**config.mk**
```make
export PLATFORM = sky130hd
export DESIGN_NAME = ft_cmd_rx
export DESIGN_NICKNAME = d
export VERILOG_FILES = /design/src/rtl/ft_cmd_pkg.sv /design/src/rtl/ft245_rd_if.sv /design/src/rtl/ft_cmd_rx.sv
export SDC_FILE = /design/constraint.sdc
export NUM_CORES = 1
export LEC_CHECK = 0
export ABC_CLOCK_PERIOD_IN_PS = 5180
export BUFFER_PORTS_ARGS = -buffer_cell sky130_fd_sc_hd__buf_2
export CELL_PAD_IN_SITES_DETAIL_PLACEMENT = 0
export CELL_PAD_IN_SITES_GLOBAL_PLACEMENT = 1
export CORE_MARGIN = 2
export CORE_UTILIZATION = 54
export CTS_BUF_LIST = sky130_fd_sc_hd__clkbuf_8
export DETAILED_ROUTE_END_ITERATION = 6
export GPL_TIMING_DRIVEN = 0
export PLACE_DENSITY_LB_ADDON = 0.1
export SLEW_MARGIN = 10
export SYNTH_ARGS = -nofsm -noshare
export SYNTH_HDL_FRONTEND = slang
export SYNTH_HIERARCHICAL = 1
export SYNTH_SLANG_ARGS = --single-unit
```
**constraint.sdc**
```tcl
create_clock -name CLK_IN -period 5.18 [get_ports CLK_IN]
set_input_delay 0.259 -clock CLK_IN [delete_from_list [all_inputs] [get_ports CLK_IN]]
set_output_delay 0.259 -clock CLK_IN [all_outputs]
set_load 0.03 [all_outputs]
```
**src/rtl/ft_cmd_pkg.sv**
```systemverilog
// Shared constants, opcodes and FSM state types for the FT245 command receiver.
package ft_cmd_pkg;

  localparam logic [7:0] SYNC_BYTE = 8'hA5;

  localparam logic [7:0] OP_INT   = 8'h01;
  localparam logic [7:0] OP_START = 8'h02;
  localparam logic [7:0] OP_CONT  = 8'h03;
  localparam logic [7:0] OP_LED   = 8'h04;

  localparam int unsigned RD_LOW_DEF  = 3;
  localparam int unsigned RD_HIGH_DEF = 2;
  localparam int unsigned TIMEOUT_DEF = 24000;

  localparam logic [15:0] INT_DEFAULT_DEF = 16'd1000;
  localparam logic [15:0] INT_MIN_DEF     = 16'd10;

  typedef enum logic [1:0] {
    RD_IDLE,
    RD_STROBE,
    RD_RECOVER
  } rd_state_e;

  typedef enum logic [2:0] {
    P_SYNC,
    P_OP,
    P_PH,
    P_PL,
    P_CHK
  } parse_state_e;

endpackage

```
**src/rtl/ft245_rd_if.sv**
```systemverilog
// FT245 read handshake: RXF synchronizer plus byte-reader FSM.
module ft245_rd_if
  import ft_cmd_pkg::*;
#(
  parameter int unsigned RD_LOW_CYCLES  = RD_LOW_DEF,
  parameter int unsigned RD_HIGH_CYCLES = RD_HIGH_DEF
) (
  input  logic       clk,
  input  logic       rst,
  input  logic       rxf_n,
  input  logic [7:0] d,
  input  logic       rx_en,
  output logic       rd_n,
  output logic       busy,
  output logic [7:0] rx_byte,
  output logic       rx_valid
);

  localparam int unsigned CNT_MAX = (RD_LOW_CYCLES > RD_HIGH_CYCLES) ? RD_LOW_CYCLES : RD_HIGH_CYCLES;
  localparam int unsigned CNT_W   = (CNT_MAX > 1) ? $clog2(CNT_MAX) : 1;

  logic            rxf_meta;
  logic            rxf_sync;
  rd_state_e       state, state_n;
  logic [CNT_W-1:0] cnt, cnt_n;
  logic            rd_n_n;
  logic            busy_n;
  logic [7:0]      rx_byte_n;
  logic            rx_valid_n;

  // Two-flop synchronizer for the asynchronous RXF flag (idle high).
  always_ff @(posedge clk or posedge rst) begin
    if (rst) begin
      rxf_meta <= 1'b1;
      rxf_sync <= 1'b1;
    end else begin
      rxf_meta <= rxf_n;
      rxf_sync <= rxf_meta;
    end
  end

  // Reader state and registered handshake outputs.
  always_ff @(posedge clk or posedge rst) begin
    if (rst) begin
      state    <= RD_IDLE;
      cnt      <= '0;
      rd_n     <= 1'b1;
      busy     <= 1'b0;
      rx_byte  <= 8'h00;
      rx_valid <= 1'b0;
    end else begin
      state    <= state_n;
      cnt      <= cnt_n;
      rd_n     <= rd_n_n;
      busy     <= busy_n;
      rx_byte  <= rx_byte_n;
      rx_valid <= rx_valid_n;
    end
  end

  // Next-state logic: strobe RD low, sample on the last low cycle, then precharge.
  always_comb begin
    state_n    = state;
    cnt_n      = cnt;
    rd_n_n     = rd_n;
    busy_n     = busy;
    rx_byte_n  = rx_byte;
    rx_valid_n = 1'b0;
    case (state)
      RD_IDLE: begin
        if (!rxf_sync && rx_en) begin
          state_n = RD_STROBE;
          cnt_n   = '0;
          rd_n_n  = 1'b0;
          busy_n  = 1'b1;
        end
      end
      RD_STROBE: begin
        if (cnt == CNT_W'(RD_LOW_CYCLES - 1)) begin
          state_n    = RD_RECOVER;
          cnt_n      = '0;
          rd_n_n     = 1'b1;
          rx_byte_n  = d;
          rx_valid_n = 1'b1;
        end else begin
          cnt_n = cnt + CNT_W'(1);
        end
      end
      RD_RECOVER: begin
        if (cnt == CNT_W'(RD_HIGH_CYCLES - 1)) begin
          state_n = RD_IDLE;
          cnt_n   = '0;
          busy_n  = 1'b0;
        end else begin
          cnt_n = cnt + CNT_W'(1);
        end
      end
      default: begin
        state_n = RD_IDLE;
        rd_n_n  = 1'b1;
        busy_n  = 1'b0;
      end
    endcase
  end

endmodule

```
**src/rtl/ft_cmd_rx.sv**
```systemverilog
// Host-command receiver: frames FT245 bytes, checks them and drives control registers.
module ft_cmd_rx
  import ft_cmd_pkg::*;
#(
  parameter int unsigned RD_LOW_CYCLES  = RD_LOW_DEF,
  parameter int unsigned RD_HIGH_CYCLES = RD_HIGH_DEF,
  parameter int unsigned TIMEOUT_CYCLES = TIMEOUT_DEF,
  parameter logic [15:0] INT_DEFAULT    = INT_DEFAULT_DEF,
  parameter logic [15:0] INT_MIN        = INT_MIN_DEF
) (
  input  logic        CLK_IN,
  input  logic        RST,
  input  logic        FT_RXF,
  input  logic [7:0]  FT_D,
  input  logic        RX_EN,
  output logic        FT_RD,
  output logic        RX_BUSY,
  output logic [15:0] CMD_INT_TIME,
  output logic        CMD_START,
  output logic        CMD_CONT,
  output logic [2:0]  CMD_LED,
  output logic        CMD_ERR
);

  localparam int unsigned GAP_W = $clog2(TIMEOUT_CYCLES + 1);

  logic [7:0]       rx_byte;
  logic             rx_valid;
  parse_state_e     state, state_n;
  logic [7:0]       op, op_n, ph, ph_n, pl, pl_n;
  logic [GAP_W-1:0] gap, gap_n;
  logic [15:0]      int_time_n;
  logic             start_n, cont_n, err_n;
  logic [2:0]       led_n;
  logic [15:0]      param;

  ft245_rd_if #(
    .RD_LOW_CYCLES (RD_LOW_CYCLES),
    .RD_HIGH_CYCLES(RD_HIGH_CYCLES)
  ) u_rd (
    .clk     (CLK_IN),
    .rst     (RST),
    .rxf_n   (FT_RXF),
    .d       (FT_D),
    .rx_en   (RX_EN),
    .rd_n    (FT_RD),
    .busy    (RX_BUSY),
    .rx_byte (rx_byte),
    .rx_valid(rx_valid)
  );

  assign param = {ph, pl};

  // Parser state, frame fields, gap counter and command registers.
  always_ff @(posedge CLK_IN or posedge RST) begin
    if (RST) begin
      state        <= P_SYNC;
      op           <= 8'h00;
      ph           <= 8'h00;
      pl           <= 8'h00;
      gap          <= '0;
      CMD_INT_TIME <= INT_DEFAULT;
      CMD_START    <= 1'b0;
      CMD_CONT     <= 1'b0;
      CMD_LED      <= 3'd0;
      CMD_ERR      <= 1'b0;
    end else begin
      state        <= state_n;
      op           <= op_n;
      ph           <= ph_n;
      pl           <= pl_n;
      gap          <= gap_n;
      CMD_INT_TIME <= int_time_n;
      CMD_START    <= start_n;
      CMD_CONT     <= cont_n;
      CMD_LED      <= led_n;
      CMD_ERR      <= err_n;
    end
  end

  // Frame parser: sync hunt, field capture, checksum, opcode decode, gap timeout.
  always_comb begin
    state_n    = state;
    op_n       = op;
    ph_n       = ph;
    pl_n       = pl;
    gap_n      = (state == P_SYNC) ? '0 : gap + GAP_W'(1);
    int_time_n = CMD_INT_TIME;
    start_n    = 1'b0;
    cont_n     = CMD_CONT;
    led_n      = CMD_LED;
    err_n      = 1'b0;
    if (rx_valid) begin
      gap_n = '0;
      case (state)
        P_SYNC: if (rx_byte == SYNC_BYTE) state_n = P_OP;
        P_OP: begin
          op_n    = rx_byte;
          state_n = P_PH;
        end
        P_PH: begin
          ph_n    = rx_byte;
          state_n = P_PL;
        end
        P_PL: begin
          pl_n    = rx_byte;
          state_n = P_CHK;
        end
        P_CHK: begin
          state_n = P_SYNC;
          if (rx_byte != (op ^ ph ^ pl)) begin
            err_n = 1'b1;
          end else begin
            case (op)
              OP_INT:   int_time_n = (param < INT_MIN) ? INT_MIN : param;
              OP_START: start_n    = 1'b1;
              OP_CONT:  cont_n     = pl[0];
              OP_LED:   led_n      = pl[2:0];
              default:  err_n      = 1'b1;
            endcase
          end
        end
        default: state_n = P_SYNC;
      endcase
    end else if (state != P_SYNC && gap == GAP_W'(TIMEOUT_CYCLES - 1)) begin
      err_n   = 1'b1;
      state_n = P_SYNC;
      gap_n   = '0;
    end
  end

endmodule

```
==> results.md, run 1 <==
* IO Pins at 36
* Netlist cell types at between 40 and 50
* Area of the multi-input gates at 1710 sq um
* Sw Ratio at between 20% and 30%
* Non-Filler Instances at around 460
* Crit path time final at about 2.3 ns
* Fraction of registers with async set/reset at 100%
* Pins Over Slew Limit at 0
* PortBufs at 35
* CP Capture Type: register
* Detailed placer's ending HPWL at 4.70 mm
* Clk slew on worst S/H paths at about 0.080 ns
* Post-Place Cells at between 400 and 500
* Final Cycle Share at between 40% and 50%
* Tot Pwr at 1580 uW
* P&R area growth vs syn at 14.1%
* Synth Flop Type: dfrtp_1
* Area share of the largest cell type after synthesis at 46.7%
* Register share of total power at about half
* Share of cells above drive strength 1 at ~34%
* H-Tree Depth at 3
* Largest cells by area after synthesis: dfrtp_1 (47%), mux2_2 (12%), dfstp_2 (6.1%)
* Count of final hold-check violations at 0
* Pre-antenna DRT Iters at 4
* Largest net degree at the start of global routing at between 60 and 70
* Vias/cell at 5.33
* Dpl cell area at just over 4000 sq um
* Grt total ovfl at 0
* DR iter-0 viols at a little over 80
* FILL cells at 561
* FF+latch area at approximately 2000 sq um
* Worst Tran Pin Value at 0.799 ns
* Status: finished, final reports clean
* Core area at 6870 sq um
* Post-CTS sizing at 0
* Post-synthesis instance total at just over 300
* Critical path origin: ph[6]$_DFFE_PP0P_
* CP startpoint kind: register
* Max Cap Viol at 0
* Clock sink count at 81
* CP bufs+invs at 2
* Syn_area_per_cell at around 12 sq um
* Number of flops mapped to enable cells by yosys at 0
* Initial Util at 56.2%
* ANT nets after route at 0
* Vias in the first global route at 2,313
* Data arrival time of the critical path at 2.57 ns
* Total negative slack at 0 ns
* Worst Path Required at 5.41 ns
* Clock Tree Root: clkbuf_8
* Syn Nets at about 330
* Layout Skew at about 0.010 ns
* GRT Total Usage at around a fifth
* First-pass GRT wire length at about 11 mm
* Max Clk Rate at 429 MHz
* Yosys warns at 6
* VDD IR max at between 200 and 250 uV
* Wirelength, routed at approximately 6.6 mm
* Sequential element share of the synthesized area at between 50 and 60%
* Die H at 88.5 um
* Slowest stage delay, CP at 0.42 ns
* Yosys top cell by area: dfrtp_1
* CP max stage cell: dfrtp_1
* FP Rows at 30
* Gate power share at approximately 17%
* Placer Congestion at 0.831
* Leakage Power at 0.00212 uW
* Setup Crit Path Kind: reg -> reg
* Final antenna diode count at 0
* Internal power at approximately 1100 uW
* Drt wl/cell at 14.5 um
* NumNets Final at about 370
* Clock power frac at about a third
* RSZ-0062 raised after global routing: no
* Post-Syn Area at 3860 sq um
* Clk_lat worst skew at around 0.34 ns
* Number of buffers created by CTS at 9
* Pwr dens at between 300 and 400 nW/um^2
* Residual DRC count at 0
* Number of setup violations in the final report at 0
* CP cell instances: xnor3_1, nand3_1, nor3_1, and4_1, buf_6, buf_12, mux2_4
* #FFs+latches synth at 81
* HP Class: in -> async
* DIE AREA at around 7800 sq um
* Reg-to-Reg Start: ph[6]$_DFFE_PP0P_
* CTS tree: built
* Utilization after layout at between 60% and 70%
* Design area at about 4400 sq um
* Die X at about 89 um
* Via count at approximately 2,400
* Net Sw Power at around 450 uW
* CP delay by family, top: simple AND/OR/NAND/NOR gates
* Slew headroom at between 40% and 50%
* Initial antenna violation count at 0
* Crit path max fanout at 10
* Clock buffer depth at 2
## registers in the layout (all words and copies together), names as in the netlist, 2 cells and up
signal        flops
gap              15
ph                8
pl                8
CMD_INT_TIME     16
CMD_LED           3
u_rd/rx_byte      8
u_rd/state        2
op                8
state             3
u_rd/cnt          2
## synth_stat cells (all sizes together) (9+ instances only)
master and number:
nand2b 9, nor2 26, inv 11, nand2 10
xnor2 19, xor2 17, nand3 11, dfrtp 72
mux2 51, dfstp 9
## logic make-up after synthesis
group	synth area share [%]
compound gates	4.74
buf+inv	2.95
mux	16.0
simple gates	12.7
xor+xnor	8.76
flops	52.8
fa+ha+maj	1.95
## worst register-to-register path, cell delays in order, from the launching register on
cell	delay, ns
dfrtp_1	0.42
xnor3_1	0.38
nand3_1	0.14
nor3_1	0.40
and4_1	0.28
buf_6	0.15
buf_12	0.15
mux2_4	0.30
## timing repair
item                                    4_1_cts  5_1_grt
endpoints found under the setup margin        0        0
hold endpoints to repair                      1        0
hold buffers                                  1        0
buffers inserted                              0        0
## per-stage QoR
stage	setup WS, ns	hold WS, ns
finish	2.85	0.0178
global route	2.71	0.0907
CTS	2.83	0.0336
detailed placement	2.84	0.351
global placement	2.49	0.346
floorplan	3.13	0.183
## power by group through the flow
stage / clock network (uW) / registers (uW) / logic, uW
floorplan: 0 / 763 / 208
global placement: 0 / 777 / 268
global route: 584 / 778 / 302
detailed placement: 0 / 778 / 272
finish: 540 / 764 / 271
CTS: 554 / 766 / 274
## placed cells by master (no fill, tap or decap), types with 5 or more instances in the layout
cell      netlist  final
dfrtp_1        72     72
mux2_2         42     42
buf_2           3     38
nor2_1         26     26
xnor2_1        19     19
xor2_1         17     17
inv_1          11     12
nand3_1        11     11
dfstp_2         9      9
nand2_1         9      9
mux2_4          9      9
clkbuf_8        0      9
nand2b_1        8      8
nand4_1         6      6
ha_1            6      6
and3_1          5      5
nor3_1          5      5
nor4_1          5      5
## final timing paths
path	to	slack, ns	cells after the start
worst min-delay path	u_rd/rx_byte[6]$_DFFE_PP0P_	0.02	2
worst min register to register	u_rd/rxf_sync$_DFF_PP1_	0.36	0
max in group asynchronous	gap[11]$_DFF_PP0_	4.57	2
worst max-delay path	CMD_INT_TIME[2]$_DFFE_PP0P_	2.85	7
worst max register to register	CMD_INT_TIME[2]$_DFFE_PP0P_	2.85	7
min in group CLK_IN	u_rd/rx_byte[1]$_DFFE_PP0P_	0.15	2
## routing by layer
| metal | GRT usage (%) | vias to the layer above | routed length, um |
|---|---|---|---|
| met5 | 0 | - | 0 |
| li1 | - | 1182 | - |
| met2 | 26.8 | 37 | 2840 |
| met1 | 30.0 | 1206 | 3490 |
| met4 | 8.26 | 0 | 95 |
| met3 | 3.08 | 9 | 200 |
## cell type report
| type | instances | area share, % |
|---|---|---|
| plain buffers | 10 | 1.65 |
| well taps | 96 | 2.73 |
| flip-flops and latches | 81 | 46.3 |
| repair buffers | 36 | 4.21 |
| clock buffers | 9 | 2.81 |
| inverters | 11 | 0.995 |
| multi-input cells | 207 | 38.8 |
| clock inverters | 7 | 2.53 |
(Power assumes the default switching activity.)
==> run 2: changes to the inputs <==
--- a/config.mk
+++ b/config.mk
@@ -5,12 +5,13 @@
 export SDC_FILE = /design/constraint.sdc
 export NUM_CORES = 1
 export LEC_CHECK = 0
-export ABC_CLOCK_PERIOD_IN_PS = 5180
+export ABC_AREA = 1
+export ABC_CLOCK_PERIOD_IN_PS = 2050
 export BUFFER_PORTS_ARGS = -buffer_cell sky130_fd_sc_hd__buf_2
 export CELL_PAD_IN_SITES_DETAIL_PLACEMENT = 0
 export CELL_PAD_IN_SITES_GLOBAL_PLACEMENT = 1
 export CORE_MARGIN = 2
-export CORE_UTILIZATION = 54
+export CORE_UTILIZATION = 42
 export CTS_BUF_LIST = sky130_fd_sc_hd__clkbuf_8
 export DETAILED_ROUTE_END_ITERATION = 6
 export GPL_TIMING_DRIVEN = 0
==> constraint.sdc (replaced) <==
create_clock -name CLK_IN -period 2.05 [get_ports CLK_IN]
set_input_delay 0.1025 -clock CLK_IN [delete_from_list [all_inputs] [get_ports CLK_IN]]
set_output_delay 0.1025 -clock CLK_IN [all_outputs]
set_load 0.03 [all_outputs]
==> run 2 against run 1 <==
  * Worst hold slack gained 0.15 ns
  * Global-route usage is 1.1 points lower
  * Cell count is 62% higher
  * Critical endpoint is now gap[5]$_DFF_PP0_
  * Largest cell class unchanged
  * Largest power group unchanged
==> results.md, run 2 <==
* Status: finished, final reports clean
* Syn Nets at 563 (+72%)
* Drt wl/cell at 12.6 um (-13%)
* Residual DRC count at 0 (unchanged)
* Hold Crit Start: RX_EN
* VDD IR max at 412 uV (+76%)
* P&R area growth vs syn at 16.7%
* NumNets Final at 622 (+66%)
* Most used routing layer: met1
* Met3 GRT Util at 2.56% (-0.52 points)
* Clk slew on worst S/H paths at 0.08 ns (about the same)
* Grt met2 use at 26.2% (-0.59 points)
* Area share of the largest cell type after synthesis at 41.9% (-4.8 points)
* FILL cells at 969 (+73%)
* Setup Crit Path Kind: reg -> reg
* Count of final hold-check violations at 0 (unchanged)
* Mux contribution to synthesized area at 0% (-16 points)
* Core area at 9860 sq um (+44%)
* Max Clk Rate at 548 MHz (+28%)
* DIE AREA at 11,100 sq um (+41%)
* Post-synthesis instance total at 545 (+76%)
* DR iter-0 viols at 161 (+94%)
* Worst Tran Pin Value at 0.663 ns (-0.136 ns)
* Initial Util at 43.6% (-13 points)
* Crit path time final at 1.82 ns (-0.508 ns)
* Slew headroom at 55.8% (+9.0 points)
* RSZ-0062 raised after global routing: no
* H-Tree Depth at 3 (unchanged)
* Max reg flops at 16 (unchanged)
* Largest cells by area after synthesis: dfrtp_1 (42%), nand2_1 (15%), inv_1 (6.2%)
* First-pass GRT wire length at 16.1 mm (+41%)
* Placer Congestion at 0.804 (-3.2%)
* Netlist cell types at 37 (-18%)
* Top flop regs: CMD_INT_TIME: 16 flops, gap: 15 flops
* HP Class: in -> reg
* Final Cycle Share at 88.9% (+44 points)
* Detailed placer's ending HPWL at 6.86 mm (+46%)
* Reg-to-Reg Start: gap[0]$_DFF_PP0_
* Post-Synth XOR/XNOR Area at 2.24% (-6.5 points)
* Reg2reg path depth at 7 (unchanged)
* Clock Tree Root: clkbuf_8
* Number of buffers created by CTS at 9 (unchanged)
* Reg-to-Reg End: gap[5]$_DFF_PP0_
* Pins Over Slew Limit at 0 (unchanged)
* IO Pins at 36 (unchanged)
* Synth Area in Compound Gates at 6.67% (+1.9 points)
* Hold Path Cell Cnt at 5
* Number of setup violations in the final report at 0 (unchanged)
* Hold Path Sink: u_rd/cnt[1]$_DFFE_PP0P_
* Layout Skew at 0.0132 ns (+0.00278 ns)
* Via count at 3,519 (+45%)
* CP startpoint kind: register
* Synth Flop Type: dfrtp_1
* Post-CTS sizing at 0 (unchanged)
* Top-count cell post-synth: nand2_1
* Largest family of logic cells by synthesized area: simple AND/OR/NAND/NOR gates
* Wirelength, routed at 9.33 mm (+41%)
* Total negative slack at 0 ns (unchanged)
* CP Capture Type: register
* Clock sink count at 81 (unchanged)
* Most common cell after layout, fill and taps aside: nand2_1
* Final antenna diode count at 0 (unchanged)
* Vias/cell at 4.74 (-11%)
* Die X at 105 um (+19%)
* #FFs+latches synth at 81 (unchanged)
* Max Cap Viol at 0 (unchanged)
* FP Rows at 36 (+20%)
* Post-synth top cells: nand2_1 (170), dfrtp_1 (72), inv_1 (71)
* Leakage Power at 0.00266 uW (+26%)
* PortBufs at 35 (unchanged)
* Vias in the first global route at 3,315 (+43%)
* Largest net degree at the start of global routing at 65 (unchanged)
* Number of flops mapped to enable cells by yosys at 0 (unchanged)
* Syn_area_per_cell at 7.88 sq um (-37%)
* Synth Area in Simple Gates at 32.1% (+19 points)
* Yosys warns at 6 (unchanged)
* Most flops, register: CMD_INT_TIME
* Clk_lat worst skew at 0.37 ns (+0.03 ns)
* Worst Path Required at 2.29 ns (-3.12 ns)
* Share of cells above drive strength 1 at 20.7% (-13 points)
* Most frequent cells in the layout: nand2_1 (170), dfrtp_1 (72), inv_1 (72), nor2_1 (35), buf_2 (35)
* Tot Pwr at 3830 uW (+140%)
* Crit path max fanout at 10 (unchanged)
* Clock buffer depth at 2 (unchanged)
* Yosys top cell by area: dfrtp_1
* Data arrival time of the critical path at 2.07 ns (-0.50 ns)
* Synth Area in Adders at 1.75% (-0.20 points)
* Post-Syn Area at 4300 sq um (+11%)
* Pre-antenna DRT Iters at 4 (unchanged)
* GR Util met1 at 27.3% (-2.6 points)
* Final hold slack at 0.172 ns (+0.154 ns)
* Flop2flop setup slack at 0.23 ns (-2.62 ns)
* Initial antenna violation count at 0 (unchanged)
* Grt total ovfl at 0 (unchanged)
* Die H at 105 um (+19%)
* CTS tree: built
* Pwr dens at 763 nW/um^2 (+110%)
* GRT Total Usage at 18.3% (-1.1 points)
* Sequential element share of the synthesized area at 47.4% (-5.4 points)
* ANT nets after route at 0 (unchanged)
* Fraction of registers with async set/reset at 100% (unchanged)
[run 2: cells by family (layout without fill, tap and decap cells)]
group,Yosys count,count (layout)
AND/OR/NAND/NOR,297,297
buffers and inverters,101,165
XOR/XNOR,11,11
flip-flops,81,81
adder cells (fa/ha/maj),6,6
AO/OA/AOI/OAI,49,49
[run 2: area by class of cell]
cell class / count / area [sq um] / share of cell area, %
Inverter: 91 / 349 / 6.96
Multi-Input combinational cell: 363 / 1840 / 36.7
Clock buffer: 12 / 165 / 3.29
Timing Repair Buffer: 48 / 318 / 6.34
Sequential cell: 81 / 2040 / 40.6
Clock inverter: 4 / 67.6 / 1.35
Buffer: 10 / 72.6 / 1.45
Tap cell: 133 / 166 / 3.32
[run 2: power by group]
| group | switching (uW) | internal [uW] |
|---|---|---|
| combinational | 427 | 221 |
| clock | 577 | 778 |
| sequential | 115 | 1710 |
| total | 1120 | 2710 |
[run 2: worst max-delay path by stage]
stage / end / cells after the start / slack, ns / start
after CTS: gap[5]$_DFF_PP0_ / 7 / 0.14 / gap[0]$_DFF_PP0_
final: gap[5]$_DFF_PP0_ / 7 / 0.23 / gap[0]$_DFF_PP0_
after global routing: gap[5]$_DFF_PP0_ / 7 / 0.04 / gap[0]$_DFF_PP0_
after global placement: CMD_INT_TIME[10]$_DFFE_PP0P_ / 2 / -0.54 / RST
after floorplan: CMD_CONT$_DFFE_PP0P_ / 1 / 0.36 / RST
after detailed placement: gap[5]$_DFF_PP0_ / 7 / 0.15 / gap[0]$_DFF_PP0_
[run 2: per-stage QoR]
stage	cells	setup WS, ns	cell area (sq um)	utilization (%)
final	742	0.227	5020	50.8
after global routing	742	0.0416	5020	50.8
after CTS	740	0.137	5000	50.7
after detailed placement	714	0.145	4670	47.3
after global placement	713	-0.535	4640	47.0
after floorplan	545	0.359	4300	-
[run 2: worst max-delay path, stage by stage (launching register included)]
cell and delay (ns):
dfrtp_1 0.38, ha_1 0.20, nand3_1 0.19, nor3_4 0.24
nand4_1 0.24, nand2_1 0.21, buf_4 0.20, nor3_1 0.06
[run 2: metal layers]
metal  routed length, um  part of all wire (%)
met1                4820                    52
met5                   0                     0
met3                 394                   4.2
met2                3930                    42
met4                 195                   2.1
[run 2: what timing repair did]
item                                   4_1_cts  5_1_grt
endpoints found under the hold margin       81        0
setup endpoints to repair                    0        6
setup buffers                                0        2
hold buffers                                10        0
==> run 3: changes to the inputs <==
--- a/config.mk
+++ b/config.mk
@@ -10,6 +10,7 @@
 export BUFFER_PORTS_ARGS = -buffer_cell sky130_fd_sc_hd__buf_2
 export CELL_PAD_IN_SITES_DETAIL_PLACEMENT = 0
 export CELL_PAD_IN_SITES_GLOBAL_PLACEMENT = 1
+export CORE_ASPECT_RATIO = 0.6
 export CORE_MARGIN = 2
 export CORE_UTILIZATION = 42
 export CTS_BUF_LIST = sky130_fd_sc_hd__clkbuf_8
==> run 3 against run 2 <==
  * Non-clock buffer count fell by 2
  * Total power barely moved
  * Largest power group unchanged
  * Flip-flop and latch count did not move
  * Critical path depth did not move
  * Critical path type unchanged
  * Sequential share of layout area rose by 0.12 points
  * Worst hold slack got worse by 0.027 ns
  * First-iteration DRC count rose by 25%
  * Register-to-register slack got worse by 0.03 ns
  * Utilization fell by 0.41 points
  * Critical endpoint unchanged
  * Highest routed layer unchanged
  * Cell area fell by 0.30%
==> results.md, run 3 (synthesis results as in run 2) <==
* Final antenna diode count at 0 (unchanged)
* Crit path max fanout at 10 (unchanged)
* Grt total ovfl at 0 (unchanged)
* Most frequent cells in the layout: nand2_1 (170), dfrtp_1 (72), inv_1 (71), nor2_1 (35), buf_2 (35)
* Pre-antenna DRT Iters at 5 (+1)
* NumNets Final at 620 (-0.32%)
* IO Pins at 36 (unchanged)
* Vias in the first global route at 3,239 (-2.3%)
* Number of buffers created by CTS at 9 (unchanged)
* FP Rows at 28 (-22%)
* CTS tree: built
* Status: finished, final reports clean
* Die H at 82.3 um (-22%)
* Worst Path Required at 2.28 ns (about the same)
* Clock Tree Root: clkbuf_8
* # Post-CTS Setup Buffers at 0 (unchanged)
* Clk slew on worst S/H paths at 0.08 ns (about the same)
* H-Tree Depth at 3 (unchanged)
* Gate power share at 17.6% (+0.7 points)
* Net Sw Power at 1150 uW (+2.7%)
* Post-CTS sizing at 0 (unchanged)
* ANT nets after route at 0 (unchanged)
* Hold-fix buffers, CTS at 10 (unchanged)
* Vias/cell at 4.75 (+0.26%)
* Data arrival time of the critical path at 2.08 ns (about the same)
* Initial antenna violation count at 0 (unchanged)
* Detailed placer's ending HPWL at 7.80 mm (+14%)
* Top flop regs: CMD_INT_TIME: 16 flops, gap: 15 flops
* Largest net degree at the start of global routing at 52 (-20%)
* Initial Util at 43.3% (-0.22 points)
* Max reg flops at 16 (unchanged)
* Most common cell after layout, fill and taps aside: nand2_1
* Clk_lat worst skew at 0.35 ns (-0.02 ns)
* Drt wl/cell at 13.4 um (+6.7%)
* Number of setup violations in the final report at 0 (unchanged)
* PortBufs at 35 (unchanged)
* Clock buffer depth at 2 (unchanged)
* HP Class: in -> reg
* RSZ-0062 raised after global routing: no
* DIE AREA at 11,100 sq um (+0.24%)
* CP startpoint kind: register
* Area of the multi-input gates at 1840 sq um (unchanged)
* Wirelength, routed at 9.96 mm (+6.7%)
* Setup Crit Path Kind: reg -> reg
* Pins Over Slew Limit at 0 (unchanged)
* Pwr dens at 765 nW/um^2 (+0.34%)
* Register share of total power at 47.9% (+0.3 points)
* Leakage Power at 0.00263 uW (-0.87%)
* Final hold slack at 0.146 ns (-0.0265 ns)
* Sw Ratio at 30.0% (+0.79 points)
* Via count at 3,528 (+0.26%)
* Slew headroom at 58.4% (+2.7 points)
* CP Capture Type: register
* Clock power frac at 34.5% (-0.9 points)
* Placer Congestion at 0.815 (+1.3%)
* Max Clk Rate at 539 MHz (-1.7%)
* Layout Skew at 0.00606 ns (-0.00715 ns)
* First-pass GRT wire length at 16.6 mm (+3.2%)
* DR iter-0 viols at 201 (+25%)
* Core area at 9910 sq um (+0.51%)
* Crit path time final at 1.85 ns (+0.0312 ns)
* Internal power at 2680 uW (-1.1%)
* Share of cells above drive strength 1 at 20.6% (-0.097 points)
* Worst Tran Pin Value at 0.623 ns (-0.0404 ns)
* FF+latch area at 2040 sq um (unchanged)
* Residual DRC count at 0 (unchanged)
* GRT Total Usage at 19.7% (+1.5 points)
* Final Cycle Share at 90.5% (+1.5 points)
* Total negative slack at 0 ns (unchanged)
* VDD IR max at 436 uV (+5.9%)
* Max Cap Viol at 0 (unchanged)
* Die X at 135 um (+28%)
* FILL cells at 982 (+1.3%)
* P&R area growth vs syn at 16.4%
* Count of final hold-check violations at 0 (unchanged)
* Clock sink count at 81 (unchanged)
* Most flops, register: CMD_INT_TIME
[run 3: cell types whose count changed in the layout (fill, tap and decap cells not counted)]
cell and delta:
clkbuf_8 -1, inv_1 -1, buf_4 -2, clkinvlp_4 +2
[run 3: through the flow]
stage	setup WS, ns	cell area [sq um]	total power (uW)	util [%]	instances
2_1_floorplan	0.359	4300	2300	-	545
3_3_place_gp	-0.615	4640	2500	46.8	715
3_5_place_dp	0.163	4670	2520	47.1	716
4_1_cts	0.158	5000	3870	50.4	742
5_1_grt	0.0161	5000	4060	50.4	742
6_report	0.196	5000	3830	50.4	742
[run 3: routing by layer]
metal / up-vias / track usage (%) / part of all wire (%) / routed length [um]
li1: 1822 / - / - / -
met1: 1603 / 31.5 / 56 / 5620
met2: 95 / 25.7 / 36 / 3570
met3: 8 / 5.31 / 7.0 / 700
met4: 0 / 4.74 / 0.70 / 70
met5: - / 0 / 0 / 0
[run 3: final cells by class]
type	instances	area share, %
Buffer	10	1.45
Clock buffer	11	3.03
Clock inverter	5	1.58
Inverter	91	6.98
Multi-Input combinational cell	363	36.8
Sequential cell	81	40.8
Tap cell	135	3.38
Timing Repair Buffer	46	6.05
[run 3: worst paths after layout]
path / slack, ns / endpoint / start / cells after the start
setup / recovery: 0.20 / gap[5]$_DFF_PP0_ / gap[0]$_DFF_PP0_ / 7
hold / removal: 0.15 / u_rd/cnt[1]$_DFFE_PP0P_ / RX_EN / 5
setup reg to reg: 0.20 / gap[5]$_DFF_PP0_ / gap[0]$_DFF_PP0_ / 7
hold reg to reg: 0.36 / u_rd/rxf_sync$_DFF_PP1_ / u_rd/rxf_meta$_DFF_PP1_ / 0
max in group asynchronous: 1.24 / u_rd/cnt[0]$_DFFE_PP0P_ / RST / 3
min in group asynchronous: 0.23 / op[2]$_DFFE_PP0P_ / RST / 3
[run 3: power by group through the flow]
stage	Combinational, uW	Clock (uW)	Sequential [uW]
global placement	642	0	1860
detailed placement	660	0	1860
CTS	677	1360	1830
floorplan	445	0	1860
global route	777	1430	1850
finish	673	1320	1830
[run 3: worst max-delay path: stages (launching register included)]
cell and delay (ns):
dfrtp_1 0.37, ha_1 0.19, nand3_1 0.18, nor3_4 0.26, nand4_1 0.27, nand2_1 0.20, buf_4 0.20, nor3_1 0.06
